### src/rtl/fetch_buffer_if.sv
// Fetch/decode handshake bundle for fetch_buffer. The buffer attaches through the
// slave modport; the fetch/decode side (or a bench) drives through the master modport.
interface fetch_buffer_if #(
    parameter int unsigned DEPTH = 8
);
    localparam int unsigned CntW = $clog2(DEPTH) + 1;

    logic            flush_i;
    logic            fetch_valid_i;
    logic [31:0]     fetch_instr_i;
    logic [31:0]     fetch_address_i;
    logic            fetch_fault_i;
    logic            fetch_ready_o;
    logic            decode_ready_i;
    logic            instr_valid_o;
    logic [31:0]     instr_o;
    logic [31:0]     instr_address_o;
    logic            instr_fault_o;
    logic [CntW-1:0] count_o;

    modport master (
        output flush_i, fetch_valid_i, fetch_instr_i, fetch_address_i, fetch_fault_i,
               decode_ready_i,
        input  fetch_ready_o, instr_valid_o, instr_o, instr_address_o, instr_fault_o, count_o
    );

    modport slave (
        input  flush_i, fetch_valid_i, fetch_instr_i, fetch_address_i, fetch_fault_i,
               decode_ready_i,
        output fetch_ready_o, instr_valid_o, instr_o, instr_address_o, instr_fault_o, count_o
    );
endinterface

### src/rtl/fetch_buffer.sv
// Instruction FIFO between fetch and decode; flushable, never presents X to decode.
// Optional zero-latency empty-buffer bypass enabled by FETCH_BUFFER_BYPASS_EN.
module fetch_buffer #(
    parameter int unsigned DEPTH = 8
) (
    input logic           clk_i,
    input logic           rst_i,
    fetch_buffer_if.slave bus
);
    localparam int unsigned PtrW = $clog2(DEPTH);
    localparam int unsigned CntW = PtrW + 1;
    localparam logic [31:0] Nop  = 32'h0000_0013;

    typedef struct packed {
        logic        fault;
        logic [31:0] address;
        logic [31:0] instr;
    } entry_t;

    entry_t          mem_q [DEPTH];
    logic [PtrW-1:0] wptr_q, wptr_d;
    logic [PtrW-1:0] rptr_q, rptr_d;
    logic [CntW-1:0] count_q, count_d;
    logic            full, empty, bypass, push, pop;
    entry_t          wr_entry, head;

    always_comb begin
        full  = (count_q == CntW'(DEPTH));
        empty = (count_q == '0);
`ifdef FETCH_BUFFER_BYPASS_EN
        bypass = empty & bus.fetch_valid_i & ~bus.flush_i;
`else
        bypass = 1'b0;
`endif
        // A bypassed instruction the decoder takes immediately is never stored.
        push = bus.fetch_valid_i & ~full & ~bus.flush_i & ~(bypass & bus.decode_ready_i);
        pop  = ~empty & bus.decode_ready_i & ~bus.flush_i;

        wr_entry.fault   = bus.fetch_fault_i;
        wr_entry.address = bus.fetch_address_i;
        wr_entry.instr   = bus.fetch_instr_i;
    end

    always_comb begin
        wptr_d  = wptr_q;
        rptr_d  = rptr_q;
        count_d = count_q;
        if (bus.flush_i) begin
            wptr_d  = '0;
            rptr_d  = '0;
            count_d = '0;
        end else begin
            if (push) wptr_d = wptr_q + 1'b1;
            if (pop)  rptr_d = rptr_q + 1'b1;
            unique case ({push, pop})
                2'b10:   count_d = count_q + 1'b1;
                2'b01:   count_d = count_q - 1'b1;
                default: count_d = count_q;
            endcase
        end
    end

    always_ff @(posedge clk_i) begin
        if (rst_i) begin
            wptr_q  <= '0;
            rptr_q  <= '0;
            count_q <= '0;
        end else begin
            wptr_q  <= wptr_d;
            rptr_q  <= rptr_d;
            count_q <= count_d;
        end
    end

    // Storage is intentionally not reset; empty-state outputs are masked below.
    always_ff @(posedge clk_i) begin
        if (push) mem_q[wptr_q] <= wr_entry;
    end

    always_comb begin
        head.fault   = 1'b0;
        head.address = '0;
        head.instr   = Nop;
        if (!empty) begin
            head = mem_q[rptr_q];
        end else if (bypass) begin
            head = wr_entry;
        end

        bus.fetch_ready_o   = ~full;
        bus.instr_valid_o   = ~empty | bypass;
        bus.instr_fault_o   = head.fault;
        bus.instr_address_o = head.address;
        bus.instr_o         = head.fault ? Nop : head.instr;
        bus.count_o         = count_q;
    end
endmodule

### src/flat_wrapper.sv
// flat-port wrapper written by rule: the top's interface ports become plain ports
module fetch_buffer_flat 
#(
    parameter int unsigned DEPTH = 8
)
  (clk_i, rst_i, bus_flush_i, bus_fetch_valid_i, bus_fetch_instr_i, bus_fetch_address_i, bus_fetch_fault_i, bus_decode_ready_i, bus_fetch_ready_o, bus_instr_valid_o, bus_instr_o, bus_instr_address_o, bus_instr_fault_o, bus_count_o);
  fetch_buffer_if #(.DEPTH(DEPTH)) bus_i ();
  input logic clk_i;
  input logic rst_i;
  input wire logic [$bits(bus_i.flush_i)-1:0] bus_flush_i;
  input wire logic [$bits(bus_i.fetch_valid_i)-1:0] bus_fetch_valid_i;
  input wire logic [$bits(bus_i.fetch_instr_i)-1:0] bus_fetch_instr_i;
  input wire logic [$bits(bus_i.fetch_address_i)-1:0] bus_fetch_address_i;
  input wire logic [$bits(bus_i.fetch_fault_i)-1:0] bus_fetch_fault_i;
  input wire logic [$bits(bus_i.decode_ready_i)-1:0] bus_decode_ready_i;
  output wire logic [$bits(bus_i.fetch_ready_o)-1:0] bus_fetch_ready_o;
  output wire logic [$bits(bus_i.instr_valid_o)-1:0] bus_instr_valid_o;
  output wire logic [$bits(bus_i.instr_o)-1:0] bus_instr_o;
  output wire logic [$bits(bus_i.instr_address_o)-1:0] bus_instr_address_o;
  output wire logic [$bits(bus_i.instr_fault_o)-1:0] bus_instr_fault_o;
  output wire logic [$bits(bus_i.count_o)-1:0] bus_count_o;
  assign bus_i.flush_i = bus_flush_i;
  assign bus_i.fetch_valid_i = bus_fetch_valid_i;
  assign bus_i.fetch_instr_i = bus_fetch_instr_i;
  assign bus_i.fetch_address_i = bus_fetch_address_i;
  assign bus_i.fetch_fault_i = bus_fetch_fault_i;
  assign bus_i.decode_ready_i = bus_decode_ready_i;
  assign bus_fetch_ready_o = bus_i.fetch_ready_o;
  assign bus_instr_valid_o = bus_i.instr_valid_o;
  assign bus_instr_o = bus_i.instr_o;
  assign bus_instr_address_o = bus_i.instr_address_o;
  assign bus_instr_fault_o = bus_i.instr_fault_o;
  assign bus_count_o = bus_i.count_o;
  fetch_buffer #(.DEPTH(DEPTH)) u_core (.clk_i(clk_i), .rst_i(rst_i), .bus(bus_i));
endmodule
### config.mk
export PLATFORM = sky130hd
export DESIGN_NAME = fetch_buffer_flat
export DESIGN_NICKNAME = d
export VERILOG_FILES = /design/src/rtl/fetch_buffer_if.sv /design/src/rtl/fetch_buffer.sv /design/src/flat_wrapper.sv
export SDC_FILE = /design/constraint.sdc
export NUM_CORES = 1
export LEC_CHECK = 0
export BUFFER_PORTS_ARGS = -buffer_cell sky130_fd_sc_hd__buf_2
export CORE_ASPECT_RATIO = 0.7
export CORE_MARGIN = 2
export CORE_UTILIZATION = 50
export CTS_BUF_LIST = sky130_fd_sc_hd__clkbuf_4
export DETAILED_ROUTE_END_ITERATION = 8
export PLACE_DENSITY_LB_ADDON = 0.1
export SLEW_MARGIN = 20
export SYNTH_ARGS = -nofsm -noshare
export SYNTH_HDL_FRONTEND = slang
export SYNTH_SLANG_ARGS = --single-unit
### constraint.sdc
create_clock -name clk_i -period 20.8 [get_ports clk_i]
set_clock_uncertainty 0.2 [all_clocks]
set_input_delay 3.12 -clock clk_i [delete_from_list [all_inputs] [get_ports clk_i]]
set_output_delay 3.12 -clock clk_i [all_outputs]
set_load 0.005 [all_outputs]
==> results of run 1 <==
## per-layer routing
layer | GRT usage | part of all wire
met1 | 0.274 | 0.45
met2 | 0.313 | 0.49
met3 | 0.0545 | 0.047
met4 | 0.0526 | 0.0099
met5 | 0 | 0.00066
## state kept, by name, indices dropped and copies added (netlist names), named ones only
signal              count
u_core.bus.count_o      4
u_core.wptr_q           3
u_core.rptr_q           3
u_core.mem_q          520
## synth_stat cells (2+ instances only)
library cell / number
mux2i_1: 65
edfxtp_1: 520
nand4b_1: 3
dfxtp_1: 13
nor2_1: 78
or3_1: 2
a21oi_1: 4
buf_2: 19
xor2_1: 7
buf_6: 2
nor3_1: 2
nand2b_1: 2
o21ai_0: 2
nand3_1: 6
clkbuf_1: 13
nand2_1: 6
buf_1: 11
mux4_2: 130
ha_1: 5
## worst reg2reg max path, stage by stage (launching register included)
cell and delay (ns):
dfxtp_1 0.55, or4b_1 0.30, nand2_1 0.14, or3_1 0.49
nor2_4 0.61, buf_4 0.76
## through the flow
| step | instances | instance area, µm² | utilization | hold WS (ns) | worst slack [ns] |
|---|---|---|---|---|---|
| 4_1_cts | 1761 | 23300 | 0.585 | 0.277 | 13.90 |
| 5_1_grt | 1763 | 23300 | 0.585 | 0.320 | 13.71 |
| 3_3_place_gp | 1548 | 21700 | 0.544 | 0.254 | 14.74 |
| 2_1_floorplan | 904 | 20300 | - | 0.254 | 12.04 |
| 3_5_place_dp | 1548 | 21700 | 0.544 | 0.263 | 14.75 |
| 6_report | 1763 | 23300 | 0.585 | 0.276 | 14.06 |
## cell usage in the layout (no fill, tap or decap), types with 2 or more instances in the layout
cell type and count:
nor3_2 2, buf_4 14, edfxtp_1 520, nand3_1 6
nor2_4 6, o21ai_0 2, nand2_1 6, clkbuf_4 181
or3_1 2, a21oi_1 4, xor2_1 7, nand2b_1 2
diode_2 2, dfxtp_4 3, bufinv_16 6, clkinv_1 20
dfxtp_1 10, ha_1 5, buf_2 140, inv_2 5
clkinv_2 2, mux4_2 130, nand4b_1 3, nor2_1 72
mux2i_1 65
## power groups by stage
| stage | Clock [mW] | Sequential, mW | Combinational (mW) |
|---|---|---|---|
| after global routing | 0.947 | 1.19 | 0.0593 |
| after CTS | 0.889 | 1.19 | 0.0547 |
| after floorplan | 0 | 1.21 | 0.0243 |
| after global placement | 0 | 1.21 | 0.0533 |
| final | 0.862 | 1.19 | 0.0534 |
| after detailed placement | 0 | 1.21 | 0.0547 |
## worst paths after layout
path | startpoint | to | slack [ns] | cells after the start
worst max-delay path | flop | bus_instr_o[30] | 14.06 | 5
worst min-delay path | u_core.rptr_q[1] | flop | 0.28 | 2
worst max register to register | u_core.bus.count_o[1] | u_core.mem_q[6][34] | 17.29 | 5
worst min register to register | u_core.rptr_q[1] | flop | 0.28 | 2
## area by class of cell
class                           count  area, µm²
Sequential cell                   533      15900
Fill cell                        2974      16600
Antenna cell                        2       5.00
Timing Repair Buffer              155        826
Clock inverter                     32        280
Multi-Input combinational cell    324       4310
Clock buffer                      181       1360
Inverter                            1       3.75
Tap cell                          535        669
## kinds of logic after synthesis
family	synth area share
AOI/OAI and AO/OA	0.00215
xor gates and xnor gates	0.00301
adders and majority gates	0.00308
buffers and inverters	0.0108
DFF	0.780
muxes	0.177
and+or+nand+nor	0.0236
==> flow_summary.toml, run 1 <==
[status]
status = "finished, final reports clean"

[hold_path]
min_path_type = "reg2reg"

[worst_setup_path]
crit_chain = "buf_12, mux4_2, mux2i_1, nor2_1, buf_2"
crit_family = "buffers and inverters"
worst_path_max_delay_cell = "buf_12"
path_buf_inv = 2
cp.required_ns = 17.48
start_kind = "flop"
worst-path-max-fanout = 106
slowest_delay_ns = 0.74
cp.arrival_ns = 3.42
endpoint_kind = "primary output"
path_class = "reg2out"

[pwr]
switchingPower_uw = 424
power_leakage_nw = 7.54
fin_total_pwr_mw = 2.10
combPwrFrac = 0.025
swShare = 0.202
power_frac_seq = 0.565
p_int_mw = 1.68
cellPowerDensity_mw_per_mm2 = 90.2
p_clk_frac = 0.410
ir_worst_vdd_v = 0.0000558

[yosys]
yosysTopAreaCell = "edfxtp_1"
synth.avg_cell_area_um2 = 22.5
ys_seq_area_frac = 0.780
netlist_area_mm2 = 0.0203
synthTopCellsByArea = "edfxtp_1 (77%), mux4_2 (14%), mux2i_1 (3.2%)"
async_reset_ff_frac = 0
synth_nets = 979
synth_cell_types = 33
synth-seq-cells = 533
synthCells = 904
synth_top_cell_area_share = 0.768
ys.flop_type = "edfxtp_1"
yosys_warnings = 0
synth-edff-count = 520

[route]
vias_per_cell = 5.50
drc_errors = 0
vias = 9699
dr.pass1.iters = 4
drt-total-wl_mm = 40.8
ant_nets = 0
wl_per_cell_um = 23.1
drtIter0Drc = 658

[placement]
port_buffers = 140
place_hpwl_mm = 20.2
gp_congestion = 0.698

[sta]
drv_slew = 0
tns_ns = 0
hold_viol = 0
slew_headroom = 0.329
max_freq_mhz = 148
rsz0062_at_grt = "false"
fin_crit_ns = 6.74
min_period_over_period = 0.324
setup_violations = 0
tightest_slew_ns = 1.01

[clock_tree]
h-tree-depth = 4
clockBufferDepth = 3
numCtsBuffers = 130
tritoncts = "yes"
clk_pin_slew_ns = 0.06
cts_setup_buffers = 0
cts_sinks = 533
cts-root-buf = "clkbuf_4"
cts_resized = 0
hold_buffers = 0
clk_latency_ns = 0.79

[floorplanning]
die_area_mm2 = 0.0423
ios = 141
fp.dieH_um = 173
core_area_mm2 = 0.0399
initial_core_util = 0.510
die_w_um = 245
rows = 61

[global_routing]
track_usage = 0.198
grt.overflow.total = 0
grt_antenna_before_repair = 4
grt_pass1_vias = 10300
grt_max_degree = 107
grt_first_pass_wirelength_mm = 61.9

[cells_and_area]
nets = 1220
area_growth_syn_to_layout_pct = 14.7
final_layout_size_suffix_gt1_frac = 0.403

[run]
drv_cap = 0
(Power assumes the default switching activity.)
==> inputs of run 2 (changes only) <==
clock period = 5.5 ns   (was 20.8 ns; I/O delays follow)
==> flow_summary.toml, run 2 (synthesis gave the netlist of run 1 again) <==
[status]
status = "finished, final reports clean"

[sta]
drv_slew = 0
tns_ns = 0
max_freq_mhz = 225
fin_crit_ns = 4.45
setup_violations = 0
tightest_slew_ns = 0.903
min_period_over_period = 0.809
slew_headroom = 0.396
rsz0062_at_grt = "false"
hold_viol = 0

[route]
vias = 9602
wl_per_cell_um = 22.8
drt-total-wl_mm = 40.4
drtIter0Drc = 687
vias_per_cell = 5.42
drc_errors = 0
ant_nets = 0
dr.pass1.iters = 5

[worst_setup_path]
path_buf_inv = 1
cp.arrival_ns = 3.42
path_class = "reg2out"
cp.required_ns = 4.47
crit_chain = "mux4_2, mux2i_4, nand2_2, nor2_1, buf_2"
endpoint_kind = "primary output"
start_kind = "flop"
slowest_delay_ns = 0.74
worst_path_max_delay_cell = "dfxtp_4"
crit_family = "simple AND/OR/NAND/NOR gates"
worst-path-max-fanout = 29

[floorplanning]
rows = 61
fp.dieH_um = 173
die_w_um = 245
core_area_mm2 = 0.0399
ios = 141
die_area_mm2 = 0.0423
initial_core_util = 0.510

[pwr]
ir_worst_vdd_v = 0.000173
power_frac_seq = 0.575
combPwrFrac = 0.027
switchingPower_mw = 1.60
swShare = 0.204
cellPowerDensity_mw_per_mm2 = 333
power_leakage_nw = 7.56
p_clk_frac = 0.398
p_int_mw = 6.22

[clock_tree]
cts-root-buf = "clkbuf_4"
numCtsBuffers = 131
cts_sinks = 533
clk_pin_slew_ns = 0.07
h-tree-depth = 4
clockBufferDepth = 3
cts_resized = 0
cts_setup_buffers = 0
clk_latency_ns = 0.81
tritoncts = "yes"

[cells_and_area]
largest_register = "u_core.mem_q"
final_layout_size_suffix_gt1_frac = 0.401
fin_cells = 1773
finalInstanceArea_mm2 = 0.0235
largest_reg_flops = 520
final_common_cell = "edfxtp_1"
nets = 1231
area_growth_syn_to_layout_pct = 15.4
final_cell_mix = "edfxtp_1 (520), clkbuf_4 (182), buf_2 (140)"

[global_routing]
grt_max_degree = 71
grt_pass1_vias = 10200
track_usage = 0.198
grt.overflow.total = 0
grt_first_pass_wirelength_mm = 61.7
grt_antenna_before_repair = 2

[placement]
place_area_mm2 = 0.0218
place_hpwl_mm = 19.8
placedCellCount = 1549
gp_congestion = 0.709
port_buffers = 140

[hold_path]
min_path_type = "in2reg"

[run]
drv_cap = 0
## run 2: cell count changes in the layout (fill, tap and decap cells not counted), sizes merged
cell	delta
dlygate4sd3	+9
clkinvlp	+1
bufinv	-3
inv	+2
diode	+1
buf	+1
clkinv	-2
clkbuf	+1
## run 2: final cells by class
class,instances,area (µm²)
diodes,3,7.51
clock buffers,182,1370
clock inverters,30,196
fillers,3002,16500
inverters,1,3.75
multi-input cells,324,4320
flip-flops and latches,533,15900
well taps,535,669
repair buffers,165,1010
## run 2: metal layers
metal / wire length (µm) / GRT usage
met2: 18900 / 0.299
met3: 2240 / 0.0574
met5: 0 / 0
met4: 484 / 0.0567
met1: 18700 / 0.285
## run 2: final timing paths
check / start / endpoint / slack [ns] / cells past startpoint
setup reg to reg: u_core.bus.count_o[0] / u_core.bus.count_o[2] / 2.33 / 12
setup / recovery: flop / bus_instr_o[11] / 1.05 / 5
hold / removal: bus_fetch_address_i[22] / u_core.mem_q[3][54] / 0.1 / 1
hold reg to reg: u_core.rptr_q[1] / flop / 0.27 / 2
## run 2: power groups by stage
| stage | Combinational (mW) | Clock [mW] | Sequential (mW) |
|---|---|---|---|
| 2_1_floorplan | 0.0922 | 0 | 4.59 |
| 3_3_place_gp | 0.204 | 0 | 4.58 |
| 3_5_place_dp | 0.206 | 0 | 4.58 |
| 4_1_cts | 0.212 | 3.24 | 4.50 |
| 5_1_grt | 0.232 | 3.45 | 4.50 |
| 6_report | 0.208 | 3.11 | 4.50 |
## run 2: what timing repair did
| item | CTS | global route |
|---|---|---|
| setup endpoints to repair | 0 | 0 |
| hold endpoints to repair | 27 | 0 |
| hold buffers | 9 | 0 |
## run 2: through the flow
| stage | total power, mW | hold slack, ns | utilization | worst slack (ns) |
|---|---|---|---|---|
| 3_5_place_dp | 4.79 | 0.268 | 0.546 | 1.79 |
| 6_report | 7.82 | 0.0972 | 0.588 | 1.05 |
| 3_3_place_gp | 4.79 | 0.261 | 0.546 | 1.87 |
| 4_1_cts | 7.94 | 0.00168 | 0.588 | 0.852 |
| 5_1_grt | 8.18 | 0.0115 | 0.588 | 0.669 |
| 2_1_floorplan | 4.68 | 0.254 | - | 0.777 |
